===== src/rtl/uvmt_cvmcu_probe_sampler.sv =====
// Multi-channel probe sampler: detects per-channel value changes, timestamps them,
// and drains the resulting records through a first-word fall-through FIFO.
module uvmt_cvmcu_probe_sampler #(
   parameter  int unsigned NUM_CH = 4,
   parameter  int unsigned WIDTH  = 32,
   parameter  int unsigned DEPTH  = 8,
   parameter  int unsigned TS_W   = 16,
   localparam int unsigned CH_W   = (NUM_CH > 1) ? $clog2(NUM_CH) : 1,
   localparam int unsigned LVL_W  = $clog2(DEPTH) + 1
) (
   input  logic                      clk,
   input  logic                      reset,
   input  logic [NUM_CH-1:0]         en_i,
   input  logic [NUM_CH*WIDTH-1:0]   probe_i,
   input  logic                      clr_i,
   output logic                      rec_valid_o,
   input  logic                      rec_ready_i,
   output logic [CH_W-1:0]           rec_ch_o,
   output logic [WIDTH-1:0]          rec_data_o,
   output logic [TS_W-1:0]           rec_ts_o,
   output logic [LVL_W-1:0]          level_o,
   output logic [NUM_CH-1:0]         drop_o
);

   localparam int unsigned PTR_W = $clog2(DEPTH);

   typedef struct packed {
      logic [CH_W-1:0]  ch;
      logic [WIDTH-1:0] data;
      logic [TS_W-1:0]  ts;
   } rec_t;

   logic                           primed_q;
   logic [TS_W-1:0]                ts_q, ts_d;
   logic [NUM_CH-1:0][WIDTH-1:0]   probe_v;
   logic [NUM_CH-1:0][WIDTH-1:0]   prev_q;
   logic [NUM_CH-1:0][WIDTH-1:0]   pend_val_q, pend_val_d;
   logic [NUM_CH-1:0][TS_W-1:0]    pend_ts_q, pend_ts_d;
   logic [NUM_CH-1:0]              pending_q, pending_d;
   logic [NUM_CH-1:0]              drop_q, drop_d;
   logic [NUM_CH-1:0]              chg;

   rec_t                           mem_q [DEPTH];
   rec_t                           head_q, head_d, push_rec;
   logic [PTR_W-1:0]               wr_ptr_q, wr_ptr_d, rd_ptr_q, rd_ptr_d, rd_nxt;
   logic [LVL_W-1:0]               level_q, level_d;
   logic                           valid_q, valid_d;

   logic                           pop, push, can_accept, gnt_any;
   logic [CH_W-1:0]                gnt_ch;

   assign probe_v = probe_i;

   // Change detection and lowest-index-first arbitration
   always_comb begin
      chg     = '0;
      gnt_any = 1'b0;
      gnt_ch  = '0;
      for (int k = 0; k < int'(NUM_CH); k++) begin
         chg[k] = primed_q && en_i[k] && (probe_v[k] != prev_q[k]);
      end
      for (int k = int'(NUM_CH) - 1; k >= 0; k--) begin
         if (pending_q[k]) begin
            gnt_any = 1'b1;
            gnt_ch  = CH_W'(k);
         end
      end
   end

   assign pop        = valid_q && rec_ready_i;
   assign can_accept = (level_q < LVL_W'(DEPTH)) || pop;
   assign push       = gnt_any && can_accept;
   assign rd_nxt     = rd_ptr_q + PTR_W'(1);

   always_comb begin
      push_rec      = '0;
      push_rec.ch   = gnt_ch;
      push_rec.data = pend_val_q[gnt_ch];
      push_rec.ts   = pend_ts_q[gnt_ch];
   end

   // Next-state: pending/coalesce bookkeeping, timestamp and FIFO pointers
   always_comb begin
      pending_d  = pending_q;
      pend_val_d = pend_val_q;
      pend_ts_d  = pend_ts_q;
      drop_d     = clr_i ? '0 : drop_q;
      ts_d       = clr_i ? '0 : ts_q + TS_W'(1);
      for (int k = 0; k < int'(NUM_CH); k++) begin
         if (push && (gnt_ch == CH_W'(k))) begin
            pending_d[k] = 1'b0;
         end else if (chg[k] && pending_q[k]) begin
            drop_d[k] = 1'b1;
         end
         if (chg[k]) begin
            pending_d[k]  = 1'b1;
            pend_val_d[k] = probe_v[k];
            pend_ts_d[k]  = ts_q;
         end
      end

      level_d  = level_q;
      wr_ptr_d = push ? wr_ptr_q + PTR_W'(1) : wr_ptr_q;
      rd_ptr_d = pop  ? rd_nxt : rd_ptr_q;
      case ({push, pop})
         2'b10:   level_d = level_q + LVL_W'(1);
         2'b01:   level_d = level_q - LVL_W'(1);
         default: level_d = level_q;
      endcase
      valid_d = (level_d != '0);

      // Head register keeps the fall-through record ready without a read mux on the outputs
      head_d = head_q;
      if (push && ((level_q == '0) || (pop && (level_q == LVL_W'(1))))) begin
         head_d = push_rec;
      end else if (pop) begin
         head_d = mem_q[rd_nxt];
      end
   end

   always_ff @(posedge clk or posedge reset) begin
      if (reset) begin
         primed_q   <= 1'b0;
         ts_q       <= '0;
         prev_q     <= '0;
         pend_val_q <= '0;
         pend_ts_q  <= '0;
         pending_q  <= '0;
         drop_q     <= '0;
         head_q     <= '0;
         wr_ptr_q   <= '0;
         rd_ptr_q   <= '0;
         level_q    <= '0;
         valid_q    <= 1'b0;
         for (int unsigned i = 0; i < DEPTH; i++) begin
            mem_q[i] <= '0;
         end
      end else begin
         primed_q   <= 1'b1;
         ts_q       <= ts_d;
         prev_q     <= probe_v;
         pend_val_q <= pend_val_d;
         pend_ts_q  <= pend_ts_d;
         pending_q  <= pending_d;
         drop_q     <= drop_d;
         head_q     <= head_d;
         wr_ptr_q   <= wr_ptr_d;
         rd_ptr_q   <= rd_ptr_d;
         level_q    <= level_d;
         valid_q    <= valid_d;
         if (push) begin
            mem_q[wr_ptr_q] <= push_rec;
         end
      end
   end

   assign rec_valid_o = valid_q;
   assign rec_ch_o    = head_q.ch;
   assign rec_data_o  = head_q.data;
   assign rec_ts_o    = head_q.ts;
   assign level_o     = level_q;
   assign drop_o      = drop_q;

endmodule


===== config.mk =====
export PLATFORM = sky130hd
export DESIGN_NAME = uvmt_cvmcu_probe_sampler
export DESIGN_NICKNAME = d
export VERILOG_FILES = /design/src/rtl/uvmt_cvmcu_probe_sampler.sv
export SDC_FILE = /design/constraint.sdc
export NUM_CORES = 2
export LEC_CHECK = 0
export ABC_AREA = 1
export CAP_MARGIN = 20
export CORE_AREA = 2 2 276 305
export CTS_CLUSTER_DIAMETER = 100
export DETAILED_ROUTE_END_ITERATION = 12
export DIE_AREA = 0 0 278 307
export HOLD_SLACK_MARGIN = 0.12
export PLACE_DENSITY_LB_ADDON = 0.2
export SLEW_MARGIN = 20
export SYNTH_ARGS = -nofsm -noshare
export SYNTH_HDL_FRONTEND = slang
export SYNTH_SLANG_ARGS = --single-unit

===== constraint.sdc =====
create_clock -name clk -period 41.1 [get_ports clk]
set_input_delay 6.165 -clock clk [delete_from_list [all_inputs] [get_ports clk]]
set_output_delay 6.165 -clock clk [all_outputs]
set_load 0.01 [all_outputs]

---- Yosys cells after proc, flatten, opt, wreduce, memory -nomap -nowiden ----
Cells that the tools add are included.
operators by class
  add/subtract/negate cells ............... 5
  div/mod/pow operators ................... 0
  bitwise logic cells ..................... 2
  reduce and logical (&&, ||, !) cells .... 31
  multiply operators ...................... 0
  equality and inequality tests ........... 10
  shift operators ......................... 0
  mux-type cells .......................... 39
  $lt $le $gt $ge ......................... 5
operator list
  kind                   count
  $bwmux 400             1
  $mux 50                5
  $bmux 50 s3            1
  $demux 50 s3           1
  $ne 32x32->1           4
  $bmux 32 s2            1
  $bmux 16 s2            1
  $mux 16                2
  $mux 32                1
  $logic_and 1x1->1      21
  $mux 1                 20
  $add 16x1->16 const B  1
  $reduce_bool 2->1      5
  $ge 4x4->1 const B     2
  $mux 2                 4
  $not 3->4              2
  $pmux 4 s2             1
  $add 3x1->3 const B    2
  $eq 2x2->1 const B     3
  $add 4x1->4 const B    1
  $eq 2x1->1 const B     2
  $eq 4x1->1 const B     1
  $logic_not 4->1        1
  $lt 4x1->1 const B     1
  7 further kinds        8
storage, ports and cells
  register bits ........................... 806
  memories kept ........................... 0
  input port bits ......................... 136
  memory bits (writable) .................. 0
  memory bits (read-only) ................. 0
  bits in latches ......................... 0
  logic and storage cells ................. 142
  output and inout bits ................... 59

---- Logic depth before layout (Yosys ltp) ----
  word-level depth ........................ 8
  mapped depth ............................ 14
  gate-level depth less buffers ........... 13

---- Worst setup path after synthesis ----
No wires, ideal clock.
  kind .................................... input to register
  from .................................... input port rec_ready_i
  to ...................................... register valid_q, in the netlist rec_valid_o
  stages .................................. 11
  arrival time ............................ 7.425 ns
  required time ........................... 40.976 ns
  slack ................................... 33.551 ns
  library setup time ...................... 0.124 ns
  buffers on the path ..................... 0
  cell sequence ........................... nand2_2 > nand2_1 > nand2_2 > inv_4 > ha_1 > inv_1 > o221ai_1 > nand2_1 > o21ai_0 > nor3_1 > nand2_1
on the way
  cells in the longest elaborated chain, start to end .. 6
  elaborated cells on any way between the ends .. 7
  classes of those cells .................. eq/ne: 2; mux: 1; reduce/logical: 4
RTL lines
  what                                      RTL line  text
  from (decl)                               17        input logic rec_ready_i,
  $logic_and 1x1->1 (*)                     70        assign pop = valid_q && rec_ready_i;
  $logic_or 1x1->1 (*)                      71        assign can_accept = (level_q < LVL_W'(DEPTH)) || pop;
  $logic_and 1x1->1 (*)                     72        assign push = gnt_any && can_accept;
  named net push                            49        logic pop, push, can_accept, gnt_any;
  $eq 2x1->1 or $eq 2x2->1 (tied branches)  105       case ({push, pop})
  $pmux 4 s2 (*)                            105
  named net level_d[2]                      46        logic [LVL_W-1:0] level_q, level_d;
  $reduce_bool 4->1 (*)                     110       valid_d = (level_d != '0);
  named net valid_d                         47        logic valid_q, valid_d;
  to (signal assigned)                      150       valid_q <= valid_d;
  to (decl)                                 47
Mark *: on every way through the listed nets, which the timed path passes. The rest lies on a longest branch.
A chain may end at the register's enable or synchronous reset.

==> key figures <==
Worst setup path
  – Crit. End Element: async pin
  – R2r startpoint: rd_ptr_q[0]$_DFFE_PP0P_
  – Setup CP Type: in -> async
  – WP data required: 41.73 ns
  – Crit Path Max Fanout: 135
  – Critical Path Source Type: primary input
  – Reg2reg setup slack: 36.98 ns
  – Worst r2r dst: rec_ts_o[15]$_DFFE_PP0P_
  – Worst Path Arrival: 9.43 ns
  – R2R depth: 11

Worst hold path
  – Worst Hold Launch: pend_val_q[56]$_DFFE_PP0P_
  – Min-delay worst type: reg -> reg
  – Hold Path Stages: 2
  – Hold EP: pend_val_q[56]$_DFFE_PP0P_

Place
  – Placed Instance Area: 39200 sq um
  – HPWL after DPL: 66900 um
  – Buffers on Ports: 194
  – Placement Setup Slack: 31.47 ns
  – Gpl congestion: 0.827

Power
  – Worst vdd ir: 0.0000553 V
  – Design Power: 3160 uW
  – Clock Power Share: 0.266
  – Sequential power share: 0.339
  – Net switching fraction of the power: 0.419
  – Net switching power: 1320 uW
  – Pleak: 0.0213 uW
  – Internal power: 1840 uW
  – Gate power share: 0.395
  – Power per Cell Area: 74.7 nW/um^2

Run status
  – Status: complete, no violations

Synthesis
  – #FFs+latches synth: 806
  – Synth cell count leaders: nand2_1, dfrtp_1, nand3_1
  – Post-synth EDFFs: 0
  – Top-count cell post-synth: nand2_1
  – Synth area leader: dfrtp_1
  – Largest cells by area after synthesis: dfrtp_1, nand2_1, nand3_1
  – Synth warn: 0
  – Share of the synthesized area in the top cell type: 0.551
  – Gate count of the mapped netlist: 4533
  – Yosys cell types: 38
  – Syn_nets: 4678
  – Average size of a mapped cell: 8.08 sq um
  – Main flop type after synthesis: dfrtp_1
  – Async set-reset flop share out of synthesis: 1.00
  – Register area share after synthesis: 0.551
  – Synth Cell Area: 36600 sq um

Timing
  – Max Transition Viols Final: 0
  – Setup Viol. Count Final: 0
  – Clock Skews: 0.0229 ns
  – Fin worst setup slack: 32.30 ns
  – Worst-Margin Slew: 1.07 ns
  – Worst slew margin: 0.288
  – Tmin final: 8.80 ns
  – F_max: 114 MHz
  – Final Hold Viols: 0
  – Final Cycle Share: 0.214
  – Setup tns final: 0 ns
  – RSZ-0062 raised after global routing: false

Detailed routing
  – Via count: 30700
  – Routed wire length: 114000 um
  – Iteration-0 DRC Markers: 3011
  – Routed Antenna Nets: 0
  – Drt via density: 5.34
  – Routed len/inst: 19.9 um
  – Pre-antenna DRT Iters: 5
  – Post-route DRC violation count: 0

Clocking
  – CTS root buf: clkbuf_16
  – PostCTS Resize Cnt: 0
  – CTS tree: yes
  – Number of buffers created by CTS: 85
  – Clk slew on worst S/H paths: 0.06 ns
  – Worst skew pair latency: 0.64 ns
  – Post-CTS Hold Fix Bufs: 0
  – Bufs on Longest Clock Path: 3
  – Post-CTS setup buffers: 0
  – H-tree depth: 3
  – Clock sink total: 806

Cells and area
  – Number of nets in the layout: 4750
  – Finished Cell Area: 42300 sq um
  – Area growth syn-to-layout: 15.5%
  – Share of layout cells above drive strength 1: 0.0668

Global route
  – Vias in the first global route: 29800
  – GRT Overall Usage: 0.269
  – First-pass GRT wire length: 179000 um
  – Antenna violations before repair: 0
  – Pin count of the biggest net entering global routing: 172
  – Grt total ovfl: 0

Die
  – Die area: 85300 sq um
  – Num ports: 195
  – Core ar.: 82600 sq um
  – Die extent in x: 278 um
  – Starting density of the core: 0.443
  – FP Rows: 111
  – Die height: 307 um

Job
  – MaxCap Viol Count: 0
-- worst max path at each step --
stage	cells past startpoint	slack, ns	startpoint	end
2_1_floorplan	1	12.30	reset	drop_o[0]$_DFF_PP0_
3_3_place_gp	5	31.46	reset	rec_ts_o[11]$_DFFE_PP0P_
3_5_place_dp	5	31.47	reset	mem_q[247]$_DFFE_PP0P_
4_1_cts	5	32.14	reset	mem_q[247]$_DFFE_PP0P_
5_1_grt	5	31.79	reset	rec_data_o[1]$_DFFE_PP0P_
6_report	5	32.30	reset	mem_q[249]$_DFFE_PP0P_
-- metal layers --
| metal | GRT usage | vias to the layer above | share of wire |
|---|---|---|---|
| li1 | - | 14400 | - |
| met1 | 0.376 | 15000 | 0.44 |
| met2 | 0.439 | 1090 | 0.47 |
| met3 | 0.0346 | 180 | 0.065 |
| met4 | 0.0779 | 0 | 0.024 |
| met5 | 0 | - | 0 |
-- final cells by class --
cell class / instances / area (sq um)
Antenna cell: 2 / 5.00
Sequential cell: 806 / 20200
Clock buffer: 129 / 2630
Tap cell: 1073 / 1340
Inverter: 160 / 616
Multi-Input combinational cell: 3304 / 14700
Timing Repair Buffer: 248 / 2390
Clock inverter: 26 / 437
Fill cell: 7794 / 40300
-- cell usage in the layout (no fill, tap or decap), drive strengths merged --
master | netlist | routed
xor2 | 4 | 4
clkinv | 2 | 14
a21o | 2 | 2
nor3 | 6 | 6
conb | 1 | 1
nand4 | 50 | 50
ha | 9 | 9
o221ai | 2 | 2
buf | 123 | 54
o22ai | 65 | 65
o21a | 2 | 2
bufinv | 0 | 11
a21oi | 45 | 45
nand3 | 361 | 361
nor2 | 216 | 216
clkinvlp | 0 | 2
o211ai | 3 | 3
clkbuf | 140 | 129
diode | 0 | 2
nand2 | 2206 | 2206
o21ai | 238 | 238
xnor2 | 92 | 92
clkdlybuf4s50 | 0 | 194
inv | 158 | 159
mux2i | 1 | 1
dfrtp | 806 | 806
nand3b | 1 | 1
-- power groups by stage --
stage	combinational (uW)	sequential (uW)	clock, uW
final	1250	1070	842
after global routing	1370	1090	886
after CTS	1240	1070	853
after detailed placement	1240	1080	0
after global placement	1230	1080	0
after floorplan	823	1060	0
-- sequential cells by signal (all words and copies together) (netlist names), 16 cells and up --
name / count
mem_q: 400
pend_val_q: 128
prev_q: 128
pend_ts_q: 64
rec_data_o: 32
rec_ts_o: 16
ts_q: 16
-- worst max-delay path, cell delays in order --
cell	delay [ns]
clkdlybuf4s50_1	0.49
inv_8	0.52
buf_12	0.65
buf_4	0.66
buf_4	0.81
-- cell families after synthesis --
group / share of synthesized area
adders and majority gates: 0.00307
buffers and inverters: 0.0491
other: 0.000102
and+or+nand+nor: 0.322
DFF: 0.551
muxes: 0.000273
AOI/OAI and AO/OA: 0.0520
xor gates and xnor gates: 0.0230
-- through the flow --
step	hold slack (ns)	std cells	utilization
6_report	0.468	5748	0.512
5_1_grt	0.488	5746	0.512
4_1_cts	0.473	5746	0.512
3_5_place_dp	0.458	5591	0.475
3_3_place_gp	0.454	5590	0.474
2_1_floorplan	0.442	4533	-
Power figures use the tool's default switching activity.
